$ cat config.mk
export PLATFORM = sky130hd
export DESIGN_NAME = onehot_encoder_seq_flat
export DESIGN_NICKNAME = d
export VERILOG_FILES = /design/src/rtl/onehot_encoder_seq_if.sv /design/src/rtl/onehot_encoder_seq.sv /design/src/flat_wrapper.sv
export SDC_FILE = /design/constraint.sdc
export NUM_CORES = 1
export LEC_CHECK = 0
export CAP_MARGIN = 20
export CORE_MARGIN = 2
export CORE_UTILIZATION = 53
export DETAILED_ROUTE_END_ITERATION = 10
export PLACE_DENSITY = 0.84
export SYNTH_ARGS = -nofsm -noshare
export SYNTH_HDL_FRONTEND = slang
export SYNTH_SLANG_ARGS = --single-unit
export TNS_END_PERCENT = 30
$ cat constraint.sdc
create_clock -name clk -period 2.3 [get_ports clk]
set_input_delay 0.46 -clock clk [delete_from_list [all_inputs] [get_ports clk]]
set_output_delay 0.46 -clock clk [all_outputs]
set_load 0.1 [all_outputs]
$ cat src/rtl/onehot_encoder_seq_if.sv
// onehot_encoder_seq_if: request/index handshake bundle between producer, encoder and consumer
interface onehot_encoder_seq_if #(parameter int WIDTH = 16);
  localparam int IDX_W = $clog2(WIDTH);
  logic [WIDTH-1:0] req_vec;
  logic             req_valid;
  logic             req_ready;
  logic [IDX_W-1:0] idx;
  logic             idx_valid;
  logic             idx_ready;
  logic             idx_last;
  logic [IDX_W:0]   count;
  logic             zero_req;
  logic             flush;
  modport master (output req_vec, req_valid, idx_ready, flush,
                  input  req_ready, idx, idx_valid, idx_last, count, zero_req);
  modport slave  (input  req_vec, req_valid, idx_ready, flush,
                  output req_ready, idx, idx_valid, idx_last, count, zero_req);
endinterface

$ cat src/rtl/onehot_encoder_seq.sv
// onehot_encoder_seq: streams the index of every set bit of a captured vector, one per handshake
module onehot_encoder_seq #(
  parameter int WIDTH     = 16,
  parameter int LSB_FIRST = 1
) (
  input logic                  clk,
  input logic                  rst_n,
  onehot_encoder_seq_if.slave  bus
);
  localparam int IDX_W = $clog2(WIDTH);
  typedef enum logic {IDLE, BUSY} state_t;
  state_t           state_q, state_d;
  logic [WIDTH-1:0] pending_q, pending_d;
  logic [IDX_W:0]   count_q, count_d;
  logic             zero_q, zero_d;
  logic [IDX_W-1:0] idx_c;
  logic             single;
  function automatic logic [IDX_W:0] popcnt(input logic [WIDTH-1:0] v);
    popcnt = '0;
    for (int i = 0; i < WIDTH; i++) popcnt += {{IDX_W{1'b0}}, v[i]};
  endfunction
  // Scan away from the preferred end so the last hit is the winner
  always_comb begin
    idx_c = '0;
    for (int i = 0; i < WIDTH; i++) begin
      int j;
      j = LSB_FIRST != 0 ? WIDTH - 1 - i : i;
      if (pending_q[j]) idx_c = IDX_W'(j);
    end
  end
  assign single = pending_q != '0 && (pending_q & (pending_q - WIDTH'(1))) == '0;
  always_comb begin
    state_d   = state_q;
    pending_d = pending_q;
    count_d   = count_q;
    zero_d    = 1'b0;
    if (bus.flush) begin
      state_d   = IDLE;
      pending_d = '0;
    end else if (state_q == IDLE && bus.req_valid) begin
      pending_d = bus.req_vec;
      count_d   = popcnt(bus.req_vec);
      state_d   = bus.req_vec != '0 ? BUSY : IDLE;
      zero_d    = bus.req_vec == '0;
    end else if (state_q == BUSY && bus.idx_ready) begin
      pending_d[idx_c] = 1'b0;
      state_d          = single ? IDLE : BUSY;
    end
  end
  always_ff @(posedge clk or negedge rst_n)
    if (!rst_n) begin
      state_q   <= IDLE;
      pending_q <= '0;
      count_q   <= '0;
      zero_q    <= 1'b0;
    end else begin
      state_q   <= state_d;
      pending_q <= pending_d;
      count_q   <= count_d;
      zero_q    <= zero_d;
    end
  assign bus.req_ready = state_q == IDLE;
  assign bus.idx_valid = state_q == BUSY;
  assign bus.idx       = idx_c;
  assign bus.idx_last  = state_q == BUSY && single;
  assign bus.count     = count_q;
  assign bus.zero_req  = zero_q;
endmodule
$ cat src/flat_wrapper.sv
// flat-port wrapper written by rule: the top's interface ports become plain ports
module onehot_encoder_seq_flat 
#(
  parameter int WIDTH     = 16,
  parameter int LSB_FIRST = 1
)
  (clk, rst_n, bus_req_vec, bus_req_valid, bus_idx_ready, bus_flush, bus_req_ready, bus_idx, bus_idx_valid, bus_idx_last, bus_count, bus_zero_req);
  onehot_encoder_seq_if #(.WIDTH(WIDTH)) bus_i ();
  input logic clk;
  input logic rst_n;
  input wire logic [$bits(bus_i.req_vec)-1:0] bus_req_vec;
  input wire logic [$bits(bus_i.req_valid)-1:0] bus_req_valid;
  input wire logic [$bits(bus_i.idx_ready)-1:0] bus_idx_ready;
  input wire logic [$bits(bus_i.flush)-1:0] bus_flush;
  output wire logic [$bits(bus_i.req_ready)-1:0] bus_req_ready;
  output wire logic [$bits(bus_i.idx)-1:0] bus_idx;
  output wire logic [$bits(bus_i.idx_valid)-1:0] bus_idx_valid;
  output wire logic [$bits(bus_i.idx_last)-1:0] bus_idx_last;
  output wire logic [$bits(bus_i.count)-1:0] bus_count;
  output wire logic [$bits(bus_i.zero_req)-1:0] bus_zero_req;
  assign bus_i.req_vec = bus_req_vec;
  assign bus_i.req_valid = bus_req_valid;
  assign bus_i.idx_ready = bus_idx_ready;
  assign bus_i.flush = bus_flush;
  assign bus_req_ready = bus_i.req_ready;
  assign bus_idx = bus_i.idx;
  assign bus_idx_valid = bus_i.idx_valid;
  assign bus_idx_last = bus_i.idx_last;
  assign bus_count = bus_i.count;
  assign bus_zero_req = bus_i.zero_req;
  onehot_encoder_seq #(.WIDTH(WIDTH), .LSB_FIRST(LSB_FIRST)) u_core (.clk(clk), .rst_n(rst_n), .bus(bus_i));
endmodule
==> flow_summary_export.csv, run 1 <==
group,metric,value,unit
outcome,status,"finished with violations",
outcome,violations,"negative setup slack",
setup_path,critPathArrivalTime,3.90,ns
power_and_ir_drop,power_density,821.9,nW/um^2
global_routing,first_global_vias,1849,
worst_hold_path,hold_path_class,"in -> async",
synthesis,synth_sequential_area_ratio,0.3117,
synthesis,yosysWarnings,0,
setup_path,crit_path_top_delay_cell,"fa_1",
power_and_ir_drop,p_leak,0.001239,uW
setup_path,critical_path_required,2.56,ns
drt,drtIter0Drc,174,
global_routing,gr-usage-all-layers,0.2855,
drt,wl_per_cell,15.88,um
timing,finClkSkew,0.004481,ns
synthesis,synth-async-reset-ratio,1.000,
floorplanning,die_area,3973,sq um
cts,clock_path_buffers,2,
setup_path,crit_top_cell,"fa_1",
drt,drcViolationCount,0,
floorplanning,floorplan_core_area,3337,sq um
finish,layout.core_utilization,0.8151,
finish,area_growth_from_synthesis_to_layout,47.29,%
cts,tritoncts_clock_tree,"built",
timing,final_min_period_over_clock_period,1.580,
setup_path,cp-start-kind,"input pin",
place,io_buffer_count,33,
floorplanning,die_h,63.03,um
setup_path,timing.critical_path.buf_inv,5,
cts,clock_tree.htree_level_count,1,
drt,drt_pass1_iterations,5,
timing,slew-limit-headroom,0.6778,
synthesis,netlist-cell-type-count,52,
timing,grt_setup_unrepaired,"true",
timing,fin_worst_hold_slack,0.4725,ns
finish,leading_cell_type_in_the_layout_fill_and_taps_excluded,"buf_4",
drt,post_drt_antenna_nets,0,
finish,fin_nets,326,
finish,most_used_cells_in_the_layout_excluding_fill_and_tap_cells,"52 x buf_4, 24 x inv_1, 23 x dfrtp_1",
setup_path,critical_path.max_stage_delay,0.55,ns
cts,holdBufCountCts,0,
cts,clock_insertion_delay_at_the_later_pin_of_the_skew_report,0.32,ns
setup_path,critPathTopFamily,"adder cells",
synthesis,synth-edff-count,0,
global_routing,overflow_left_after_global_routing,0,
floorplanning,starting_density_of_the_core,0.5534,
timing,final_critical_path_setup_slack,-1.335,ns
setup_path,worst-path-max-fanout,2,
synthesis,postSynthNetCount,253,
place,post-dp-hpwl,4180,um
cts,cts.root.buffer_cell,"clkbuf_4",
finish,finalInstanceArea,2720,sq um
timing,max_slew_violation_count,0,
finish,final_antenna_diode_count,0,
cts,tritoncts_num_sinks,23,
synthesis,synthCells,215,
global_routing,grt_antenna_before_repair,0,
floorplanning,rows,21,
synthesis,synth.ff_latch_count,23,
global_routing,grt_start_max_net_pins,24,
floorplanning,boundaryPins,34,
timing,finalSetupViolations,7,
flow_run,max-cap-violations,0,
timing,finalCriticalPeriod,3.635,ns
synthesis,synth_ff_type,"dfrtp_1",
setup_path,timing.critical_path.to_type,"flop",
place,postPlaceCellArea,2579,sq um
synthesis,syn_area_per_cell,8.590,sq um
setup_path,timing.critical_path.cells,"buf_8, inv_8, ha_4, inv_2, fa_1, fa_1, fa_1, fa_1, inv_2, fa_2, inv_2, fa_2, o21ai_2",
floorplanning,die_width,63.03,um
global_routing,grt_first_pass_wirelength,8852,um
timing,fmax,275.1,MHz
synthesis,post-synth-top-area-fraction,0.3117,
power_and_ir_drop,ir_worst_vdd,1.168,mV
drt,vias,1917,
drt,detailed_route_wl,5289,um
drt,via_density,5.757,
finish,drive_gt1_frac,0.3345,
timing,final_hold_violating_endpoints,0,
synthesis,yosysTopAreaCell,"dfrtp_1",
timing,max_slew.worst_pin.slew,0.4773,ns
place,final_wtd_congestion,0.8914,
synthesis,mappedNetlistArea,1847,sq um
synthesis,yosys-top-cells-area,"dfrtp_1 31%, fa_1 11%, inv_1 6.1%, a21oi_1 6.0%, ha_1 4.7%",
cts,worst_setup_hold_path_clk_slew,0.13,ns
setup_path,setup.worst_path.class,"in -> reg",
cts,numCtsBuffers,3,
-- registers in the layout, summed over array words and instances (netlist names) --
signal and cells:
u_core.pending_q 16, u_core.bus.count 5, u_core.bus.zero_req 1, u_core.bus.idx_valid 1
-- per-stage QoR --
step                      power (uW)  std cells  setup WS [ns]  TNS, ns
after global placement          1874        328         -2.049   -10.12
after floorplan                 1444        215         -1.333   -13.94
after global routing            2361        333         -1.333   -7.266
after CTS                       2198        333         -1.326   -6.821
after detailed placement        1938        328         -2.277   -11.10
final                           2236        333         -1.335   -6.839
-- cell families (layout without fill, tap and decap cells) --
kind of cell	count (synthesis)	count (layout)	share of synthesized area
AOI/OAI and AO/OA	60	60	0.2080
muxes	1	1	0.006097
xor gates and xnor gates	3	3	0.01423
buffers and inverters	40	112	0.09688
DFF	23	23	0.3117
and+or+nand+nor	70	70	0.2019
adders and majority gates	18	18	0.1612
-- synth_stat cells (3+ instances only) --
cell      instances
o311ai_1          3
nor3_1            3
xor2_1            3
nor2_1           13
o211ai_1          5
clkbuf_1          3
inv_1            30
o21ai_0          10
ha_1              7
fa_1             10
o311ai_0          3
dfrtp_1          23
a21oi_1          22
nand3_1           8
nand2_1          23
-- final cells by class --
class	count	area (sq um)
Fill cell	206	616.8
Multi-Input combinational cell	152	1234
Timing Repair Buffer	77	694.4
Clock inverter	1	7.507
Inverter	31	128.9
Sequential cell	23	575.6
Tap cell	46	57.56
Clock buffer	3	22.52
-- routing by layer --
layer / GRT usage / vias to the layer above / wire length [um]
met5: 0 / - / 0
met1: 0.3470 / 912 / 2046
met4: 0.1222 / 0 / 161
met2: 0.5106 / 87 / 2803
met3: 0.02883 / 18 / 277
li1: - / 900 / -
-- power breakdown --
part / leakage (uW) / total (uW) / internal [uW] / switching [uW]
sequential: 0.000305 / 515 / 460 / 55.4
clock: 0.0000139 / 198 / 66.6 / 132
combinational: 0.000919 / 1520 / 572 / 950
total: 0.00124 / 2240 / 1100 / 1140
-- what timing repair did --
action	4_1_cts	5_1_grt
setup endpoints to repair	10	10
pin swaps	6	11
endpoints found under the hold margin	0	0
setup buffers	1	0
resized for setup	36	10
-- worst paths after layout --
kind,start,end,slack [ns],depth (start not counted)
hold reg to reg,u_core.bus.count[4],u_core.bus.count[4],0.52,2
setup / recovery,bus_req_vec[1],u_core.bus.count[1],-1.33,13
min in group clk,bus_req_vec[0],u_core.pending_q[0],0.52,4
max in group asynchronous,rst_n,u_core.pending_q[8],1.60,2
hold / removal,rst_n,u_core.pending_q[0],0.47,2
setup reg to reg,u_core.pending_q[5],u_core.pending_q[8],0.03,7
(Power assumes the default switching activity.)
==> inputs of run 2 (changes only) <==
--- a/config.mk
+++ b/config.mk
@@ -6,6 +6,7 @@
 export NUM_CORES = 1
 export LEC_CHECK = 0
 export CAP_MARGIN = 20
+export CORE_ASPECT_RATIO = 0.9
 export CORE_MARGIN = 2
 export CORE_UTILIZATION = 53
 export DETAILED_ROUTE_END_ITERATION = 10
==> constraint.sdc (replaced) <==
create_clock -name clk -period 3.6 [get_ports clk]
set_input_delay 0.72 -clock clk [delete_from_list [all_inputs] [get_ports clk]]
set_output_delay 0.72 -clock clk [all_outputs]
set_load 0.1 [all_outputs]
==> run 2 against run 1 <==
Compared with the run above: the flow still finishes with violations (negative setup slack); wire length shrank 13%; non-clock buffer count shrank 28; largest cell class unchanged; critical path depth is the same; hold slack gained 0.030 ns; global-route usage shrank 4.0 points; first-iteration DRC count shrank 46%; die area is essentially flat; total power shrank 41%; clock power shrank 17%; count of clock-buffer cells in the layout is the same.
==> flow_summary_export.csv, run 2 (same netlist as run 1, synthesis figures left out) <==
group,metric,value,unit
floorplanning,floorplan_core_area,3353,sq um
finish,most_used_cells_in_the_layout_excluding_fill_and_tap_cells,"26 x inv_1, 23 x nand2_1, 23 x dfrtp_1",
finish,drive_gt1_frac,0.1776,
finish,final_antenna_diode_count,0,
drt,vias,1740,
drt,drcViolationCount,0,
power_and_ir_drop,switching_share,0.5048,
cts,tritoncts_num_sinks,23,
timing,final_critical_path_setup_slack,-0.2303,ns
global_routing,grt_start_max_net_pins,24,
setup_path,timing.critical_path.buf_inv,5,
cts,clock_tree.htree_level_count,1,
power_and_ir_drop,comb_power_share,0.619,
drt,wl_per_cell,15.24,um
global_routing,grt_first_pass_wirelength,7334,um
cts,clock_path_buffers,2,
timing,fmax,261.1,MHz
outcome,violations,"negative setup slack",
finish,largest_register_ffs,16,
drt,drt_pass1_iterations,4,
power_and_ir_drop,p_leak,0.001067,uW
drt,drtIter0Drc,94,
setup_path,worst-path-max-fanout,2,
timing,max_slew.worst_pin.slew,0.9848,ns
power_and_ir_drop,power_density,550.4,nW/um^2
place,io_buffer_count,33,
timing,finalCriticalPeriod,3.830,ns
floorplanning,die_area,3973,sq um
power_and_ir_drop,ir_worst_vdd,0.4604,mV
floorplanning,die_width,66.22,um
finish,register_area,575.6,sq um
floorplanning,rows,20,
setup_path,timing.critical_path.to_type,"flop",
global_routing,overflow_left_after_global_routing,0,
cts,tritoncts_clock_tree,"built",
timing,final_hold_violating_endpoints,0,
place,post-dp-hpwl,3586,um
drt,detailed_route_wl,4618,um
cts,cts.root.buffer_cell,"clkbuf_8",
setup_path,critPathTopFamily,"adder cells",
flow_run,max-cap-violations,0,
finish,n_fill_cell,272,
setup_path,cp-start-kind,"input pin",
worst_hold_path,hold_path_class,"reg -> reg",
setup_path,critical_path.max_stage_delay,0.54,ns
power_and_ir_drop,switch_pwr,660.8,uW
finish,finalInstanceArea,2379,sq um
floorplanning,boundaryPins,34,
timing,final_min_period_over_clock_period,1.064,
setup_path,timing.critical_path.cells,"buf_8, inv_4, ha_4, inv_2, fa_1, fa_1, fa_1, fa_1, inv_1, fa_2, inv_2, fa_2, o21ai_1",
finish,leading_cell_type_in_the_layout_fill_and_taps_excluded,"inv_1",
timing,finalSetupViolations,5,
timing,grt_setup_unrepaired,"true",
finish,multi_input_comb_area,1114,sq um
finish,area_growth_from_synthesis_to_layout,28.79,%
cts,numCtsBuffers,3,
global_routing,grt_antenna_before_repair,0,
finish,fin_nets,298,
place,pre_cts_slack,-1.026,ns
timing,max_slew_violation_count,0,
timing,fin_worst_hold_slack,0.5021,ns
global_routing,first_global_vias,1593,
setup_path,setup.worst_path.class,"in -> reg",
timing,finClkSkew,0.008915,ns
floorplanning,die_h,60,um
cts,postCtsSetupBuffers,0,
floorplanning,starting_density_of_the_core,0.5507,
place,final_wtd_congestion,0.9553,
power_and_ir_drop,clock_power_share,0.126,
place,postPlaceCellArea,2283,sq um
timing,slew-limit-headroom,0.3414,
global_routing,gr-usage-all-layers,0.2453,
setup_path,crit_path_top_delay_cell,"fa_1",
outcome,status,"finished with violations",
drt,via_density,5.743,
drt,post_drt_antenna_nets,0,
setup_path,crit_top_cell,"fa_1",
power_and_ir_drop,cellInternalPower,648.3,uW
cts,worst_setup_hold_path_clk_slew,0.09,ns
setup_path,critPathArrivalTime,4.04,ns
power_and_ir_drop,seq_power_share,0.255,
finish,registers.top_by_ff_count,"u_core.pending_q",
setup_path,critical_path_required,3.81,ns
cts,clock_insertion_delay_at_the_later_pin_of_the_skew_report,0.27,ns
-- run 2: cell count changes in the layout (fill, tap and decap cells not counted), moves of 3 or more --
cell	delta
buf_12	-4
buf_4	-31
clkbuf_8	+3
clkdlybuf4s50_1	+6
clkbuf_4	-3
-- run 2: timing repair --
action / CTS / global route
resized for setup: 25 / 3
pin swaps: 11 / 10
hold buffers: 0 / 0
cloned: 0 / 0
setup endpoints to repair: 5 / 5
-- run 2: power groups by stage --
stage	Clock [uW]	Combinational [uW]	Sequential, uW
2_1_floorplan	0	407	501
3_3_place_gp	0	770	337
3_5_place_dp	0	796	336
4_1_cts	170	810	334
5_1_grt	176	863	339
6_report	165	810	334
-- run 2: layer usage --
layer	global-route usage	up-vias	share of wire
li1	-	842	-
met1	0.3390	837	0.45
met2	0.4214	56	0.50
met3	0.02072	5	0.042
met4	0.06122	0	0.013
met5	0	-	0
-- run 2: cell type report --
cell class | instances | area share
multi-input cells | 152 | 0.4682
inverters | 31 | 0.05103
well taps | 44 | 0.02315
clock buffers | 3 | 0.01736
clock inverters | 1 | 0.002104
repair buffers | 49 | 0.1962
flip-flops and latches | 23 | 0.2420
-- run 2: metrics by stage --
stage	util	cells	setup TNS [ns]	power, uW
finish	0.7093	303	-0.8389	1309
global route	0.7093	303	-1.282	1377
CTS	0.7000	302	-1.458	1314
detailed placement	0.6810	298	-4.722	1133
global placement	0.6810	298	-4.301	1107
floorplan	-	215	-1.423	907.8
-- run 2: final timing paths --
check / to / slack, ns / from / depth (start not counted)
max: u_core.bus.count[1] / -0.23 / bus_req_vec[1] / 13
min: u_core.bus.count[2] / 0.50 / u_core.bus.count[2] / 2
max reg2reg: u_core.pending_q[12] / 1.47 / u_core.pending_q[1] / 6
min reg2reg: u_core.bus.count[2] / 0.50 / u_core.bus.count[2] / 2
max in group asynchronous: u_core.pending_q[14] / 2.56 / rst_n / 2
min in group asynchronous: u_core.bus.count[2] / 0.64 / rst_n / 1
-- run 2: tightest hold or removal path: cells and delay by family (launching register included) --
kind | cells | cell delay [ns]
flops | 1 | 0.36
compound gates | 1 | 0.06
simple gates | 1 | 0.05
==> inputs of run 3 (changes only) <==
--- a/config.mk
+++ b/config.mk
@@ -11,6 +11,7 @@
 export CORE_UTILIZATION = 53
 export DETAILED_ROUTE_END_ITERATION = 10
 export PLACE_DENSITY = 0.84
+export REMOVE_ABC_BUFFERS = 1
 export SYNTH_ARGS = -nofsm -noshare
 export SYNTH_HDL_FRONTEND = slang
 export SYNTH_SLANG_ARGS = --single-unit
==> run 3 against run 2 <==
Compared with the run above: the run still ends with negative setup slack left; cell count shrank 0.33%; critical path depth is the same; non-clock buffer count shrank 1; core utilization shrank 0.11 points; via count grew 2.9%; sequential power is essentially flat; clock power grew 2%; maximum frequency shrank 0.97%; hold slack lost 0.0021 ns; wire length shrank 1.3%; largest power group unchanged.
==> flow_summary_export.csv, run 3 (same netlist as run 1, synthesis figures left out) <==
group,metric,value,unit
outcome,status,"finished with violations",
outcome,violations,"negative setup slack",
setup_path,critPathArrivalTime,4.07,ns
setup_path,worst-path-max-fanout,2,
cts,worst_setup_hold_path_clk_slew,0.08,ns
power_and_ir_drop,switching_share,0.5016,
global_routing,first_global_vias,1674,
timing,finalCriticalPeriod,3.868,ns
cts,tritoncts_num_sinks,23,
drt,wl_per_cell,15.09,um
drt,drtIter0Drc,183,
power_and_ir_drop,power_density,548.2,nW/um^2
power_and_ir_drop,comb_power_share,0.616,
timing,final_critical_path_setup_slack,-0.2680,ns
drt,detailed_route_wl,4557,um
global_routing,grt_start_max_net_pins,24,
power_and_ir_drop,switch_pwr,653.0,uW
cts,postCtsSetupBuffers,0,
cts,cts.root.buffer_cell,"clkbuf_8",
cts,clock_path_buffers,2,
power_and_ir_drop,p_leak,0.001057,uW
floorplanning,starting_density_of_the_core,0.5507,
timing,final_min_period_over_clock_period,1.074,
finish,multi_input_comb_area,1114,sq um
finish,drive_gt1_frac,0.1744,
drt,vias,1790,
worst_hold_path,hold_path_class,"reg -> reg",
floorplanning,floorplan_core_area,3353,sq um
setup_path,cp-start-kind,"input pin",
place,post-dp-hpwl,3545,um
timing,finClkSkew,0.004296,ns
cts,clock_tree.htree_level_count,1,
finish,leading_cell_type_in_the_layout_fill_and_taps_excluded,"inv_1",
cts,clock_insertion_delay_at_the_later_pin_of_the_skew_report,0.27,ns
drt,drcViolationCount,0,
cts,numCtsBuffers,3,
place,final_wtd_congestion,0.9033,
finish,area_growth_from_synthesis_to_layout,28.59,%
setup_path,critical_path_required,3.80,ns
place,pre_cts_slack,-1.125,ns
timing,slew-limit-headroom,0.3542,
floorplanning,die_width,66.22,um
timing,finalSetupTns,-0.9685,ns
cts,holdBufCountCts,0,
finish,largest_register_ffs,16,
finish,final_antenna_diode_count,0,
timing,max_slew_violation_count,0,
finish,n_fill_cell,271,
power_and_ir_drop,clock_power_share,0.130,
global_routing,grt_first_pass_wirelength,7741,um
timing,grt_setup_unrepaired,"true",
drt,post_drt_antenna_nets,0,
floorplanning,die_h,60,um
flow_run,max-cap-violations,0,
finish,register_area,575.6,sq um
floorplanning,boundaryPins,34,
setup_path,setup.worst_path.class,"in -> reg",
drt,via_density,5.927,
timing,finalSetupViolations,5,
floorplanning,rows,20,
power_and_ir_drop,ir_worst_vdd,0.6166,mV
global_routing,grt_antenna_before_repair,0,
power_and_ir_drop,cellInternalPower,648.9,uW
finish,most_used_cells_in_the_layout_excluding_fill_and_tap_cells,"24 x inv_1, 23 x nand2_1, 23 x dfrtp_1",
finish,fin_nets,297,
global_routing,overflow_left_after_global_routing,0,
setup_path,timing.critical_path.to_type,"flop",
finish,layout.core_utilization,0.7082,
cts,tritoncts_clock_tree,"built",
place,io_buffer_count,33,
finish,registers.top_by_ff_count,"u_core.pending_q",
timing,fmax,258.5,MHz
timing,max_slew.worst_pin.slew,0.9657,ns
floorplanning,die_area,3973,sq um
global_routing,gr-usage-all-layers,0.2597,
power_and_ir_drop,seq_power_share,0.254,
timing,final_hold_violating_endpoints,0,
drt,drt_pass1_iterations,4,
[run 3: per-layer routing]
| layer | part of all wire | GRT usage | vias to the layer above |
|---|---|---|---|
| li1 | - | - | 836 |
| met1 | 0.42 | 0.3545 | 867 |
| met2 | 0.50 | 0.4386 | 79 |
| met3 | 0.061 | 0.03390 | 8 |
| met4 | 0.014 | 0.07289 | 0 |
| met5 | 0 | 0 | - |
[run 3: per-stage QoR]
| step | std cells | hold WS, ns | power, uW | cell area [sq um] |
|---|---|---|---|---|
| 6_report | 302 | 0.4999 | 1302 | 2375 |
| 5_1_grt | 302 | 0.5388 | 1379 | 2375 |
| 4_1_cts | 301 | 0.5054 | 1303 | 2347 |
| 3_5_place_dp | 297 | 0.4867 | 1114 | 2272 |
| 3_3_place_gp | 297 | 0.4644 | 1088 | 2272 |
| 2_1_floorplan | 206 | 0.4244 | 886.1 | 1784 |
[run 3: path summary, 6_finish.rpt]
path	start	to	slack, ns	cells after the start
max in group asynchronous	rst_n	u_core.pending_q[6]	2.52	2
hold / removal	u_core.bus.count[2]	u_core.bus.count[2]	0.50	2
hold reg to reg	u_core.bus.count[2]	u_core.bus.count[2]	0.50	2
setup / recovery	bus_req_vec[0]	u_core.bus.count[1]	-0.27	13
setup reg to reg	u_core.pending_q[14]	u_core.pending_q[13]	1.47	6
min in group asynchronous	rst_n	u_core.bus.count[4]	0.69	1
[run 3: power groups by stage]
stage | clock network, uW | logic (uW) | registers, uW
2_1_floorplan | 0 | 383 | 504
3_3_place_gp | 0 | 755 | 333
3_5_place_dp | 0 | 778 | 336
4_1_cts | 167 | 805 | 331
5_1_grt | 177 | 864 | 337
6_report | 169 | 802 | 331
[run 3: area by class of cell]
class / count / area share
Multi-Input combinational cell: 152 / 0.4689
Sequential cell: 23 / 0.2424
Timing Repair Buffer: 48 / 0.1955
Inverter: 31 / 0.05111
Tap cell: 44 / 0.02318
Clock buffer: 4 / 0.01897
[run 3: critical path: stages]
cell and delay, ns:
buf_8 0.08, inv_4 0.03, ha_4 0.25, inv_2 0.03
fa_1 0.46, fa_1 0.56, fa_1 0.44, fa_1 0.51
inv_2 0.04, fa_2 0.34, inv_2 0.06, fa_2 0.42
o21ai_1 0.12
[run 3: repair_timing]
action,CTS,global route
endpoints found under the setup margin,5,5
resized for setup,30,2
pin swaps,10,9
